==> src/rtl/arcade_input_pkg.sv <==
// Shared types and timing constants for the arcade input conditioning blocks.
// Defaults assume a 24.576 MHz system clock.
package arcade_input_pkg;

   typedef enum logic [1:0] {
      IDLE  = 2'd0,
      PULSE = 2'd1,
      GAP   = 2'd2
   } coin_state_e;

   localparam int unsigned DEBOUNCE_5MS_24M = 122880;
   localparam int unsigned PULSE_100MS_24M  = 2457600;

   // Counter width able to hold 0..n-1; never narrower than one bit.
   function automatic int unsigned cnt_width(input int unsigned n);
      return (n > 1) ? $clog2(n) : 1;
   endfunction

endpackage

==> src/rtl/input_debounce.sv <==
// Two-flop synchroniser, stability debounce and one-cycle rising-edge strobe
// for a raw push button.
module input_debounce
   import arcade_input_pkg::*;
#(
   parameter int unsigned DEBOUNCE_CYC = DEBOUNCE_5MS_24M
) (
   input  logic clk,
   input  logic reset,
   input  logic raw,
   output logic rise
);

   localparam int unsigned     CNT_W    = cnt_width(DEBOUNCE_CYC);
   localparam logic [CNT_W-1:0] CNT_LAST = CNT_W'(DEBOUNCE_CYC - 1);

   logic             sync1;
   logic             sync2;
   logic             level;
   logic [CNT_W-1:0] cnt;

   // The level only flips after the synchronised input has disagreed with it
   // for DEBOUNCE_CYC consecutive cycles; any agreement restarts the count.
   always_ff @(posedge clk or posedge reset) begin
      if (reset) begin
         sync1 <= 1'b0;
         sync2 <= 1'b0;
         level <= 1'b0;
         cnt   <= '0;
         rise  <= 1'b0;
      end else begin
         sync1 <= raw;
         sync2 <= sync1;
         rise  <= 1'b0;
         if (sync2 == level) begin
            cnt <= '0;
         end else if (cnt == CNT_LAST) begin
            cnt   <= '0;
            level <= sync2;
            rise  <= sync2;
         end else begin
            cnt <= cnt + CNT_W'(1);
         end
      end
   end

endmodule

==> src/rtl/coin_pulse_shaper.sv <==
// Turns debounced coin presses into fixed-width, spaced, active-low coin
// pulses, queueing presses that arrive faster than they can be emitted.
module coin_pulse_shaper
   import arcade_input_pkg::*;
#(
   parameter int unsigned DEBOUNCE_CYC = DEBOUNCE_5MS_24M,
   parameter int unsigned PULSE_CYC    = PULSE_100MS_24M,
   parameter int unsigned GAP_CYC      = PULSE_100MS_24M,
   parameter int unsigned QDEPTH_W     = 3
) (
   input  logic                clk,
   input  logic                reset,
   input  logic                coin_raw,
   input  logic                pause,
   output logic                coin_n,
   output logic                busy,
   output logic [QDEPTH_W-1:0] pending,
   output logic                overflow
);

   localparam int unsigned        TMR_MAX    = (PULSE_CYC > GAP_CYC) ? PULSE_CYC : GAP_CYC;
   localparam int unsigned        TMR_W      = cnt_width(TMR_MAX);
   localparam logic [TMR_W-1:0]   PULSE_LAST = TMR_W'(PULSE_CYC - 1);
   localparam logic [TMR_W-1:0]   GAP_LAST   = TMR_W'(GAP_CYC - 1);
   localparam logic [QDEPTH_W-1:0] Q_MAX     = '1;

   coin_state_e         state;
   coin_state_e         state_nxt;
   logic [TMR_W-1:0]    timer;
   logic [TMR_W-1:0]    timer_nxt;
   logic [QDEPTH_W-1:0] pending_nxt;
   logic                overflow_nxt;
   logic                deq;
   logic                press;

   input_debounce #(
      .DEBOUNCE_CYC (DEBOUNCE_CYC)
   ) u_debounce (
      .clk   (clk),
      .reset (reset),
      .raw   (coin_raw),
      .rise  (press)
   );

   always_ff @(posedge clk or posedge reset) begin
      if (reset) begin
         state    <= IDLE;
         timer    <= '0;
         pending  <= '0;
         overflow <= 1'b0;
         coin_n   <= 1'b1;
         busy     <= 1'b0;
      end else begin
         state    <= state_nxt;
         timer    <= timer_nxt;
         pending  <= pending_nxt;
         overflow <= overflow_nxt;
         coin_n   <= (state_nxt != PULSE);
         busy     <= (state_nxt != IDLE) || (pending_nxt != '0);
      end
   end

   // Pause freezes state and timer, so an interrupted pulse keeps its remaining width.
   always_comb begin
      state_nxt = state;
      timer_nxt = timer;
      deq       = 1'b0;
      if (!pause) begin
         case (state)
            IDLE: begin
               if (pending != '0) begin
                  state_nxt = PULSE;
                  timer_nxt = '0;
                  deq       = 1'b1;
               end
            end
            PULSE: begin
               if (timer == PULSE_LAST) begin
                  state_nxt = GAP;
                  timer_nxt = '0;
               end else begin
                  timer_nxt = timer + TMR_W'(1);
               end
            end
            GAP: begin
               if (timer == GAP_LAST) begin
                  timer_nxt = '0;
                  if (pending != '0) begin
                     state_nxt = PULSE;
                     deq       = 1'b1;
                  end else begin
                     state_nxt = IDLE;
                  end
               end else begin
                  timer_nxt = timer + TMR_W'(1);
               end
            end
            default: begin
               state_nxt = IDLE;
               timer_nxt = '0;
            end
         endcase
      end
   end

   // Saturating press queue; a simultaneous press and dequeue cancel out.
   always_comb begin
      pending_nxt  = pending;
      overflow_nxt = overflow;
      if (press && !deq) begin
         if (pending == Q_MAX) begin
            overflow_nxt = 1'b1;
         end else begin
            pending_nxt = pending + QDEPTH_W'(1);
         end
      end else if (deq && !press) begin
         pending_nxt = pending - QDEPTH_W'(1);
      end
   end

endmodule
==> config.mk <==
export PLATFORM = sky130hd
export DESIGN_NAME = coin_pulse_shaper
export DESIGN_NICKNAME = d
export VERILOG_FILES = /design/src/rtl/arcade_input_pkg.sv /design/src/rtl/input_debounce.sv /design/src/rtl/coin_pulse_shaper.sv
export SDC_FILE = /design/constraint.sdc
export NUM_CORES = 1
export LEC_CHECK = 0
export CORE_MARGIN = 1
export CORE_UTILIZATION = 60
export DETAILED_ROUTE_END_ITERATION = 6
export GPL_TIMING_DRIVEN = 0
export PLACE_DENSITY_LB_ADDON = 0.15
export SLEW_MARGIN = 20
export SYNTH_ARGS = -nofsm -noshare
export SYNTH_HDL_FRONTEND = slang
export SYNTH_SLANG_ARGS = --single-unit
export TNS_END_PERCENT = 50
==> constraint.sdc <==
create_clock -name clk -period 3.9 [get_ports clk]
set_input_delay 0.585 -clock clk [delete_from_list [all_inputs] [get_ports clk]]
set_output_delay 0.585 -clock clk [all_outputs]
set_load 0.02 [all_outputs]
==> results by stage, run 1 <==
Setup path:
- On the worst path, the slowest cell contributes a delay of 0.59 ns.
- The most critical setup path has its startpoint at pending[0].
- The number of cell instances on the worst register-to-register path is 8.
- In this run the critical register-to-register path is launched from pending[0].
- The kind of launch point of the worst setup path is a flip-flop.
- STA classifies the critical path endpoint as a flip-flop.
- The critical path start-end classification is flip-flop to flip-flop.
- The data required time at the worst endpoint is around 4.1 ns.
- The standard cell with the maximum stage delay on the critical path is a21oi_1.
- The signal on the critical path passes through inv_1 > ha_1 > and3b_1 > or2_2 > clkbuf_1 > a21oi_1 > buf_2 > nor2_1.
- In this run the worst path has a maximum fanout of 10.
- For the worst setup path, the data arrival time is 2.78 ns.

Finish:
- The area taken by flip-flops and latches is between 1000 and 1500 µm².
- The layout overhead on the synthesized area is 9.22%.
- The finished layout holds 329 standard cells, fillers aside.
- The count of antenna diodes in the layout is 0.
- Summing all multi-input logic gate instances after layout gives about 1300 µm².
- The number of fillers in the final layout is about 330.
- The final net count is between 200 and 300.
- The final design utilization is 0.703.
- The share of cells above drive strength 1 is 0.0896.

Yosys:
- After synthesis, the cell types taking the most area are dfrtp_1 (47%), xor2_1 (8.3%), nor2_1 (5.8%).
- The most frequent cell after synthesis is dfrtp_1.
- The fraction of registers with async set or reset after synthesis is 1.00.
- The gate count of the mapped netlist is ~260.
- The Yosys step of the flow raised 0 warnings.
- Counting flops and latches in the post-synthesis netlist gives 51.
- The synthesized netlist occupies a cell area of 2650 µm².
- The biggest area consumer among synthesized cells is dfrtp_1.
- The share of the Yosys chip area taken by registers is 0.483.
- The commonest cells after synthesis are dfrtp_1 (50), nor2_1 (41), xor2_1 (25).
- The average cell area after synthesis is about 10 µm².
- The number of distinct library cell variants in the gate-level netlist after synthesis is 47.
- Among all flip-flop cells after synthesis, the most frequent one is dfrtp_1.
- The net count after synthesis is ~280.
- Counting flops with a built-in enable in the synthesized netlist gives 0.
- The share of synthesized area in the top cell type comes to 0.473.

Timing:
- Headroom to the max-slew limit came out at 0.506.
- The final worst-path cycle share is 0.667.
- The post-layout minimum cycle time is ~2.6 ns.
- Setup repair after global routing left no endpoint under its margin.
- The final hold violation count is 0.
- Setup violations remaining at the end of the flow were counted as 0.
- For the pin with the worst max-slew slack, the measured transition is approximately 0.74 ns.
- The final-report max-slew violation count is 0.
- Adding up every negative setup slack in the final design gives 0 ns.
- Across all setup checks in the final design, the least slack found is 1.30 ns.
- Based on the critical path, the design can be clocked at up to 0.384 GHz.
- The clock tree skew after final layout is approximately 0.0076 ns.

Floorplan:
- The die span in x is about 68 µm.
- The cell row count is 23.
- The starting utilization of the core area is 0.643.
- After floorplanning, the core was sized to cover ~4100 µm².
- The boundary pin count is 10.
- The height of the chip is 68.4 µm.
- The floorplan step defined a die boundary enclosing between 4000 and 5000 µm².

GRT:
- The largest net degree at the start of global routing is 33.
- The initial antenna violation count is 0.
- The total global-route track usage is 0.220.
- The residual overflow from global routing is 0.
- The first global-routing pass estimated about 7.6 mm of wire.
- The number of global-route vias before repair is around 1700.

Worst hold path:
- The worst hold path begins at u_debounce.sync1.
- The hold path depth is 0.
- The worst hold-check path type is flip-flop to flip-flop.

Detailed routing:
- The routed layout has roughly 1800 vias.
- The first-pass iteration count of the detailed router is 4.
- After detailed routing, the average wire length per cell comes to ~13 µm.
- The number of remaining DRC errors is 0.
- The detail-routed via count per cell is between 5 and 6.
- The remaining number of nets flagged by the antenna check after routing is 0.
- The total wire length after detailed routing is approximately 4.4 mm.
- The initial DRC count is between 60 and 70.

Clock tree:
- After clock tree synthesis, the setup repair step added 0 buffers.
- The TritonCTS clock tree is done.
- The post-cts sizing count is 0.
- The insertion delay to the later sink of the worst-skew pair is 0.30 ns.
- In this run, CTS created clock tree buffers numbering 5.
- Counting every sink on the clock net gives 51.
- The clock transition at the registers of the reported paths is ~0.090 ns.
- The clock passes through at most 2 buffers.
- The clock root buffer is clkbuf_8.
- Buffers inserted to repair hold after CTS numbered 0.
- The number of H-tree levels is 2.

Status:
- The flow ran to the end, and the final reports show no timing, DRC or antenna violations.

Placed design:
- Summed over all nets, the half-perimeter wirelength after detailed placement is about 3.2 mm.
- Routability-driven placement finished with a final weighted congestion of just under 0.8.
- Buffers placed on the I/O ports in this run total 8.
- The instance count after placement with tap cells included is 321.
- The worst slack at placement is about 1.3 ns.

Power:
- The total chip power is approximately 1.3 mW.
- VDD sags by at most between 300 and 400 µV.
- The static leakage is roughly 1.4 nW.
- Dividing total power by cell area gives a power density of 444 nW/µm².

Run:
- The tool flagged a number of max-cap violations equal to 0.
-- per-layer routing --
layer / up-vias / share of wire / global-route usage
met5: - / 0 / 0
met4: 0 / 0.014 / 0.0703
met1: 861 / 0.50 / 0.290
li1: 929 / - / -
met3: 6 / 0.025 / 0.0400
met2: 22 / 0.46 / 0.365
-- path summary, 6_finish.rpt --
check | end | slack, ns
worst max register to register | timer[11] | 1.30
worst min register to register | u_debounce.sync2 | 0.36
worst max-delay path | timer[11] | 1.30
min in group asynchronous | timer[2] | 0.60
worst min-delay path | u_debounce.sync2 | 0.36
max in group asynchronous | timer[18] | 2.79
-- registers in the layout, summed over array words and instances, names as in the netlist, 2 cells and up --
| name | count |
|---|---|
| timer | 22 |
| state | 2 |
| pending | 3 |
| u_debounce.cnt | 17 |
-- logic make-up (layout without fill, tap and decap cells) --
family | Yosys count | in the layout | synth area share
buffers and inverters | 15 | 32 | 0.0260
xor gates and xnor gates | 35 | 35 | 0.116
and+or+nand+nor | 129 | 129 | 0.269
muxes | 5 | 5 | 0.0213
DFF | 51 | 51 | 0.483
adders and majority gates | 9 | 9 | 0.0425
AOI/OAI and AO/OA | 18 | 18 | 0.0430
-- where the power goes --
| group | switching [mW] | leakage [nW] | internal [mW] |
|---|---|---|---|
| logic | 0.205 | 0.635 | 0.165 |
| clock network | 0.163 | 0.0422 | 0.126 |
| registers | 0.0471 | 0.682 | 0.577 |
-- area by class of cell --
| class | instances | share of cell area |
|---|---|---|
| Buffer | 8 | 0.0147 |
| Clock buffer | 7 | 0.0264 |
| Clock inverter | 1 | 0.00173 |
| Inverter | 7 | 0.00909 |
| Multi-Input combinational cell | 196 | 0.450 |
| Sequential cell | 51 | 0.442 |
| Tap cell | 50 | 0.0216 |
| Timing Repair Buffer | 9 | 0.0346 |
-- placed cells by master, fill, tap and decap left out, drive strengths merged, types with 2 or more instances in the layout --
cell type,n
xor2,25
or2,3
nor3,6
nor2,41
or4b,2
buf,4
mux2i,3
and2,2
and4,7
nor2b,4
clkbuf,12
xnor2,10
nand4,9
inv,7
and3,11
ha,9
a21oi,5
nor3b,2
mux2,2
nand4b,2
nand3,14
dfrtp,50
clkdlybuf4s50,8
o21ai,6
nand2,21
-- worst max-delay path: cells and delay by family (launching register included) --
| family | cells | cell delay [ns] |
|---|---|---|
| simple gates | 3 | 0.60 |
| compound gates | 1 | 0.59 |
| buf+inv | 3 | 0.62 |
| fa+ha+maj | 1 | 0.23 |
| flops | 1 | 0.43 |
-- metrics by stage --
stage	hold slack (ns)	instance area [µm²]
finish	0.363	2890
global route	0.377	2890
CTS	0.366	2890
detailed placement	0.347	2810
global placement	0.349	2790
floorplan	0.331	2650
Note: power is estimated with default switching activity, not from simulation.
==> run 2, diff against run 1 <==
==> constraint.sdc (replaced) <==
create_clock -name clk -period 2.4 [get_ports clk]
set_input_delay 0.36 -clock clk [delete_from_list [all_inputs] [get_ports clk]]
set_output_delay 0.36 -clock clk [all_outputs]
set_load 0.02 [all_outputs]
==> results by stage, run 2 (synthesis results as in run 1) <==
Placed design:
- The area after detailed placement was 2810 µm² (about the same).
- The final HPWL from detailed placement is 3.20 mm (was 3.21 mm).
- The global placement routability congestion is 0.782 (was 0.786).
- The total of buffers placed on input and output ports is 8 (unchanged).
- The instance count after placement with tap cells included is 321 (unchanged).
- The worst slack at placement is -0.141 ns (was 1.30 ns).

Timing:
- The maximum achievable frequency was 0.422 GHz (was 0.384 GHz).
- The worst hold slack across all endpoints was 0.353 ns (was 0.363 ns).
- The clock tree skew after final layout is 0.0202 ns (was 0.00758 ns).
- The final-report max-slew violation count is 0 (unchanged).
- RSZ-0062 raised after global routing: true (was false).
- The smallest setup slack after layout is 0.0298 ns (was 1.30 ns).
- The setup-violating endpoint count in the final report is 0 (unchanged).
- The post-layout minimum cycle time came to 2.37 ns (was 2.60 ns).
- The max-slew headroom at the worst pin is 0.670 (was 0.506).
- The transition at the pin with the smallest max-transition slack is 0.495 ns (was 0.740 ns).
- The final worst-path cycle share came to 0.988 (was 0.667).
- The final sum of negative setup slack is 0 ns (unchanged).
- The final hold violation count is 0 (unchanged).

Finish:
- The layout overhead on the synthesized area is 13.0% (was 9.22%).
- The non-filler instance count after layout is 334 (was 329).
- Leading cell types in the layout, fill and taps excluded: dfrtp_1 (48), nor2_1 (41), xor2_1 (25), nand2_1 (21), nand3_1 (14) (was dfrtp_1 (50), nor2_1 (41), xor2_1 (25), nand2_1 (21), nand3_1 (14)).
- The final design utilization is 0.727 (was 0.703).
- The number of flip-flops under the largest register name is 22 (unchanged).
- The number of fillers in the final layout is 298 (was 328).
- The share of cells above drive strength 1 was 0.144 (was 0.0896).
- The final net count is 296 (was 291).
- The largest register by flop count was timer (unchanged).
- The count of antenna diodes in the layout was 0 (unchanged).
- The most common cell after layout, fill and taps aside is dfrtp_1 (unchanged).
- The final standard cell area without fillers is 2990 µm² (was 2890 µm²).
- Registers with the most flip-flops: timer x22, u_debounce.cnt x17, pending x3 (unchanged).

Clock tree:
- The maximum buffer depth of the clock tree came to 2 (unchanged).
- The clock transition at the registers of the reported paths was 0.08 ns (was 0.09 ns).
- The number of hold-repair buffers added at the cts stage is 0 (unchanged).
- The TritonCTS clock tree is done (unchanged).
- The clock sink count is 51 (unchanged).
- The insertion delay to the later sink of the worst-skew pair is 0.31 ns (was 0.30 ns).
- The number of H-tree levels is 2 (unchanged).
- The CTS buffer count is 5 (unchanged).
- The clock root buffer is clkbuf_8 (unchanged).

Detailed routing:
- The initial DRC count came to 65 (was 66).
- The number of vias after detailed routing was 1865 (was 1818).
- The average wire per cell in the routed design was 13.9 µm (was 13.5 µm).
- The remaining number of nets flagged by the antenna check after routing came to 0 (unchanged).
- The first-pass iteration count of the detailed router is 5 (was 4).
- The detail-routed via count per cell is 5.58 (was 5.53).
- The total wire length after detailed routing is 4.64 mm (was 4.44 mm).
- The number of remaining DRC errors is 0 (unchanged).

Power:
- The internal power came to 1.46 mW (was 0.868 mW).
- The power density over cell area is 723 nW/µm² (was 444 nW/µm²).
- The share of power burned in registers is 0.474 (was 0.486).
- The total chip power is 2.16 mW (was 1.28 mW).
- The power spent charging and discharging nets is 0.702 mW (was 0.416 mW).
- The part of the total power dissipated in the clock network was 0.234 (was 0.226).
- The static leakage was 1.39 nW (was 1.36 nW).
- The net switching share of the total power is 0.325 (was 0.324).
- The maximum vdd ir drop was 479 µV (was 320 µV).
- The relative contribution of combinational cells to total power is 0.292 (was 0.288).

Floorplan:
- The boundary pin count is 10 (unchanged).
- The starting utilization of the core area is 0.643 (unchanged).
- The die span in x is 68.4 µm (unchanged).
- The height of the chip is 68.4 µm (unchanged).
- The placeable core region is 4120 µm² (unchanged).
- The cell row count was 23 (unchanged).
- The die outline area is 4680 µm² (unchanged).

Setup path:
- The kind of launch point of the worst setup path is a flip-flop (unchanged).
- The largest driver fanout on the critical path came to 6 (was 10).
- The maximum cell stage delay along the critical path is 0.48 ns (was 0.59 ns).
- The worst path arrival time is 2.54 ns (was 2.78 ns).
- The critical path capture point type was a flip-flop (unchanged).
- Cells along the critical path: inv_4 > ha_2 > nor2b_4 > nor3b_4 > nand4_4 > and2_4 > buf_6 > mux2_4 > or4b_4 (was inv_1 > ha_1 > and3b_1 > or2_2 > clkbuf_1 > a21oi_1 > buf_2 > nor2_1).
- The data required time at the worst endpoint was 2.57 ns (was 4.08 ns).
- The standard cell with the maximum stage delay on the critical path was or4b_4 (was a21oi_1).
- The critical path start-end classification is flip-flop to flip-flop (unchanged).

GRT:
- The largest net degree at the start of global routing came to 33 (unchanged).
- The residual overflow from global routing is 0 (unchanged).
- The initial antenna violation count came to 0 (unchanged).
- The total global-route track usage is 0.223 (was 0.220).
- The number of global-route vias before repair is 1786 (was 1749).
- The global-route wire length before repair came to 7.71 mm (was 7.59 mm).

Worst hold path:
- The worst hold-check path type is flip-flop to flip-flop (unchanged).

Status:
- Outcome: finished, final reports clean (unchanged).

Run:
- The count of max-cap constraint violations is 0 (unchanged).
-- run 2: timing repair --
item	CTS	global route
setup endpoints to repair	15	22
resized for setup	2	11
pin swaps	2	4
setup buffers	0	5
-- run 2: path summary, 6_finish.rpt --
check,start,to,slack (ns),depth (start not counted)
setup / recovery,pending[0],busy,0.03,9
hold reg to reg,u_debounce.sync1,u_debounce.sync2,0.35,0
hold / removal,u_debounce.sync1,u_debounce.sync2,0.35,0
max in group asynchronous,reset,timer[18],1.48,3
min in group asynchronous,reset,state[1],0.38,2
setup reg to reg,pending[0],busy,0.03,9
-- run 2: worst max-delay path: cells and delay by family, from the launching register on --
family,cells,cell delay [ns]
AND/OR/NAND/NOR,5,1.16
flip-flops,1,0.43
multiplexers,1,0.29
buffers and inverters,2,0.18
adder cells (fa/ha/maj),1,0.18
-- run 2: power by group through the flow --
| stage | clock [mW] | sequential (mW) | combinational (mW) |
|---|---|---|---|
| finish | 0.507 | 1.03 | 0.631 |
| global route | 0.547 | 1.04 | 0.699 |
| CTS | 0.520 | 1.02 | 0.613 |
| detailed placement | 0 | 1.04 | 0.603 |
| global placement | 0 | 1.04 | 0.579 |
| floorplan | 0 | 1.06 | 0.398 |
-- run 2: metal layers --
metal  routed length [µm]  GRT usage  vias up
met3                   74     0.0350        7
li1                     -          -      936
met2                 2240      0.355       16
met4                   62     0.0938        0
met5                    0          0        -
met1                 2260      0.301      906
-- run 2: area by class of cell --
type                       instances  area, µm²  share of cell area
timing repair buffer              14        138              0.0460
multi-input combinational        196       1350               0.451
sequential                        51       1280               0.428
clock buffer                       7       86.3              0.0288
clock inverter                     1       5.00             0.00167
tap                               50       62.6              0.0209
buffer                             8       43.8              0.0146
inverter                           7       28.8             0.00962
==> run 3, diff against run 2 <==
--- a/config.mk
+++ b/config.mk
@@ -9,7 +9,7 @@
 export CORE_UTILIZATION = 60
 export DETAILED_ROUTE_END_ITERATION = 6
 export GPL_TIMING_DRIVEN = 0
-export PLACE_DENSITY_LB_ADDON = 0.15
+export PLACE_DENSITY_LB_ADDON = 0.12
 export SLEW_MARGIN = 20
 export SYNTH_ARGS = -nofsm -noshare
 export SYNTH_HDL_FRONTEND = slang
==> results by stage, run 3 (synthesis results as in run 1) <==
Status:
- Outcome: finished, final reports clean (unchanged).

Worst hold path:
- The worst hold-check path type is flip-flop to flip-flop (unchanged).

Finish:
- The largest register by flop count is timer (unchanged).
- The combined area of the multi-input logic cells came to 1350 µm² (about the same).
- The number of fillers in the final layout came to 308 (was 298).
- The count of antenna diodes in the layout was 0 (unchanged).
- The layout overhead on the synthesized area came to 12.4% (was 13.0%).
- The most common cell after layout, fill and taps aside is dfrtp_1 (unchanged).
- The final standard cell area without fillers is 2980 µm² (was 2990 µm²).
- Leading cell types in the layout, fill and taps excluded: dfrtp_1 (48), nor2_1 (41), xor2_1 (25), nand2_1 (20), nand3_1 (14) (was dfrtp_1 (48), nor2_1 (41), xor2_1 (25), nand2_1 (21), nand3_1 (14)).
- Registers with the most flip-flops: timer x22, u_debounce.cnt x17, pending x3 (unchanged).
- The area taken by flip-flops and latches is 1280 µm² (unchanged).
- The share of cells above drive strength 1 is 0.141 (was 0.144).
- The final net count is 295 (was 296).
- The number of flip-flops under the largest register name came to 22 (unchanged).

Floorplan:
- The height of the chip was 68.4 µm (unchanged).
- The boundary pin count is 10 (unchanged).
- The die outline area came to 4680 µm² (unchanged).
- The starting utilization of the core area is 0.643 (unchanged).
- The cell row count is 23 (unchanged).
- The placeable core region is 4120 µm² (unchanged).
- The die span in x is 68.4 µm (unchanged).

Clock tree:
- The number of H-tree levels is 2 (unchanged).
- The insertion delay to the later sink of the worst-skew pair is 0.31 ns (about the same).
- The clock sink count came to 51 (unchanged).
- The maximum buffer depth of the clock tree is 2 (unchanged).
- The clock root buffer is clkbuf_8 (unchanged).
- The CTS buffer count was 5 (unchanged).
- The TritonCTS clock tree is done (unchanged).
- The clock transition at the registers of the reported paths is 0.09 ns (was 0.08 ns).

Setup path:
- The kind of launch point of the worst setup path is a flip-flop (unchanged).
- The critical path start-end classification is flip-flop to flip-flop (unchanged).
- The data required time at the worst endpoint is 2.58 ns (was 2.57 ns).
- The largest driver fanout on the critical path was 6 (unchanged).
- The critical path capture point type is a flip-flop (unchanged).
- The worst path arrival time was 2.49 ns (was 2.54 ns).

Power:
- The total chip power is 2.16 mW (about the same).
- The maximum vdd ir drop came to 406 µV (was 479 µV).
- The power density over cell area is 726 nW/µm² (was 723 nW/µm²).
- The static leakage is 1.38 nW (was 1.39 nW).

Timing:
- The transition at the pin with the smallest max-transition slack is 0.503 ns (was 0.495 ns).
- The max-slew headroom at the worst pin is 0.665 (was 0.670).
- The post-layout minimum cycle time was 2.31 ns (was 2.37 ns).
- The worst hold slack across all endpoints is 0.356 ns (was 0.353 ns).
- The final worst-path cycle share came to 0.962 (was 0.988).
- RSZ-0062 raised after global routing: true (unchanged).
- The clock tree skew after final layout came to 0.0131 ns (was 0.0202 ns).
- The final-report max-slew violation count is 0 (unchanged).
- The final hold violation count is 0 (unchanged).
- The setup-violating endpoint count in the final report is 0 (unchanged).
- The maximum achievable frequency is 0.433 GHz (was 0.422 GHz).

Placed design:
- The area after detailed placement is 2810 µm² (unchanged).
- The final HPWL from detailed placement was 3.27 mm (was 3.20 mm).
- The global placement routability congestion was 0.786 (was 0.782).
- The total of buffers placed on input and output ports is 8 (unchanged).

GRT:
- The residual overflow from global routing is 0 (unchanged).
- The number of global-route vias before repair came to 1791 (was 1786).
- The global-route wire length before repair came to 7.80 mm (was 7.71 mm).
- The total global-route track usage is 0.228 (was 0.223).
- The initial antenna violation count is 0 (unchanged).
- The largest net degree at the start of global routing is 36 (was 33).

Detailed routing:
- The average wire per cell in the routed design was 14.1 µm (was 13.9 µm).
- The number of vias after detailed routing was 1874 (was 1865).
- The number of remaining DRC errors came to 0 (unchanged).
- The remaining number of nets flagged by the antenna check after routing was 0 (unchanged).
- The first-pass iteration count of the detailed router is 4 (was 5).
- The detail-routed via count per cell is 5.63 (was 5.58).
- The initial DRC count is 72 (was 65).
- The total wire length after detailed routing is 4.68 mm (was 4.64 mm).

Run:
- The count of max-cap constraint violations is 0 (unchanged).
[run 3: cell type report]
type                       count  share of cell area
multi-input combinational    196               0.453
sequential                    51               0.430
timing repair buffer          14              0.0463
clock buffer                   7              0.0257
tap                           50              0.0210
buffer                         7              0.0135
inverter                       7             0.00883
clock inverter                 1             0.00168
[run 3: what timing repair did]
action / 4_1_cts / 5_1_grt
endpoints found under the setup margin: 16 / 21
resized for setup: 2 / 10
hold endpoints to repair: 0 / 0
pin swaps: 1 / 4
hold buffers: 0 / 0
setup buffers: 0 / 5
[run 3: metrics by stage]
step / util / TNS, ns / std cells / setup slack, ns
2_1_floorplan: - / 0 / 262 / 0.0107
3_3_place_gp: 0.679 / -9.48 / 320 / -0.304
3_5_place_dp: 0.683 / -2.27 / 321 / -0.192
4_1_cts: 0.705 / -0.0705 / 329 / -0.0705
5_1_grt: 0.723 / -0.00350 / 333 / -0.00350
6_report: 0.723 / 0 / 333 / 0.0901
[run 3: critical path, cell delays in order, from the launching register on]
cell,delay (ns)
dfrtp_2,0.40
inv_1,0.08
ha_2,0.18
nor2b_4,0.14
nor3b_4,0.23
nand4_4,0.11
and2_4,0.18
buf_6,0.12
mux2_4,0.28
or4b_1,0.46
[run 3: final timing paths]
path	from	to	slack, ns	cells after the start
setup / recovery	pending[1]	busy	0.09	9
hold / removal	u_debounce.sync1	u_debounce.sync2	0.36	0
setup reg to reg	pending[1]	busy	0.09	9
hold reg to reg	u_debounce.sync1	u_debounce.sync2	0.36	0
max in group asynchronous	reset	timer[14]	1.52	3
min in group asynchronous	reset	timer[20]	0.37	2
[run 3: where the power goes]
group	switching [mW]	total, mW	leakage (nW)	internal (mW)
clock	0.272	0.477	0.0422	0.205
sequential	0.0772	1.02	0.681	0.941
combinational	0.358	0.665	0.660	0.308
[run 3: per-layer routing]
layer  vias to the layer above  GRT usage  wire length (µm)
met5                         -          0                 0
met1                       907      0.292              2260
met2                        24      0.369              2220
met3                         9     0.0583               118
li1                        934          -                 -
met4                         0     0.0859                79
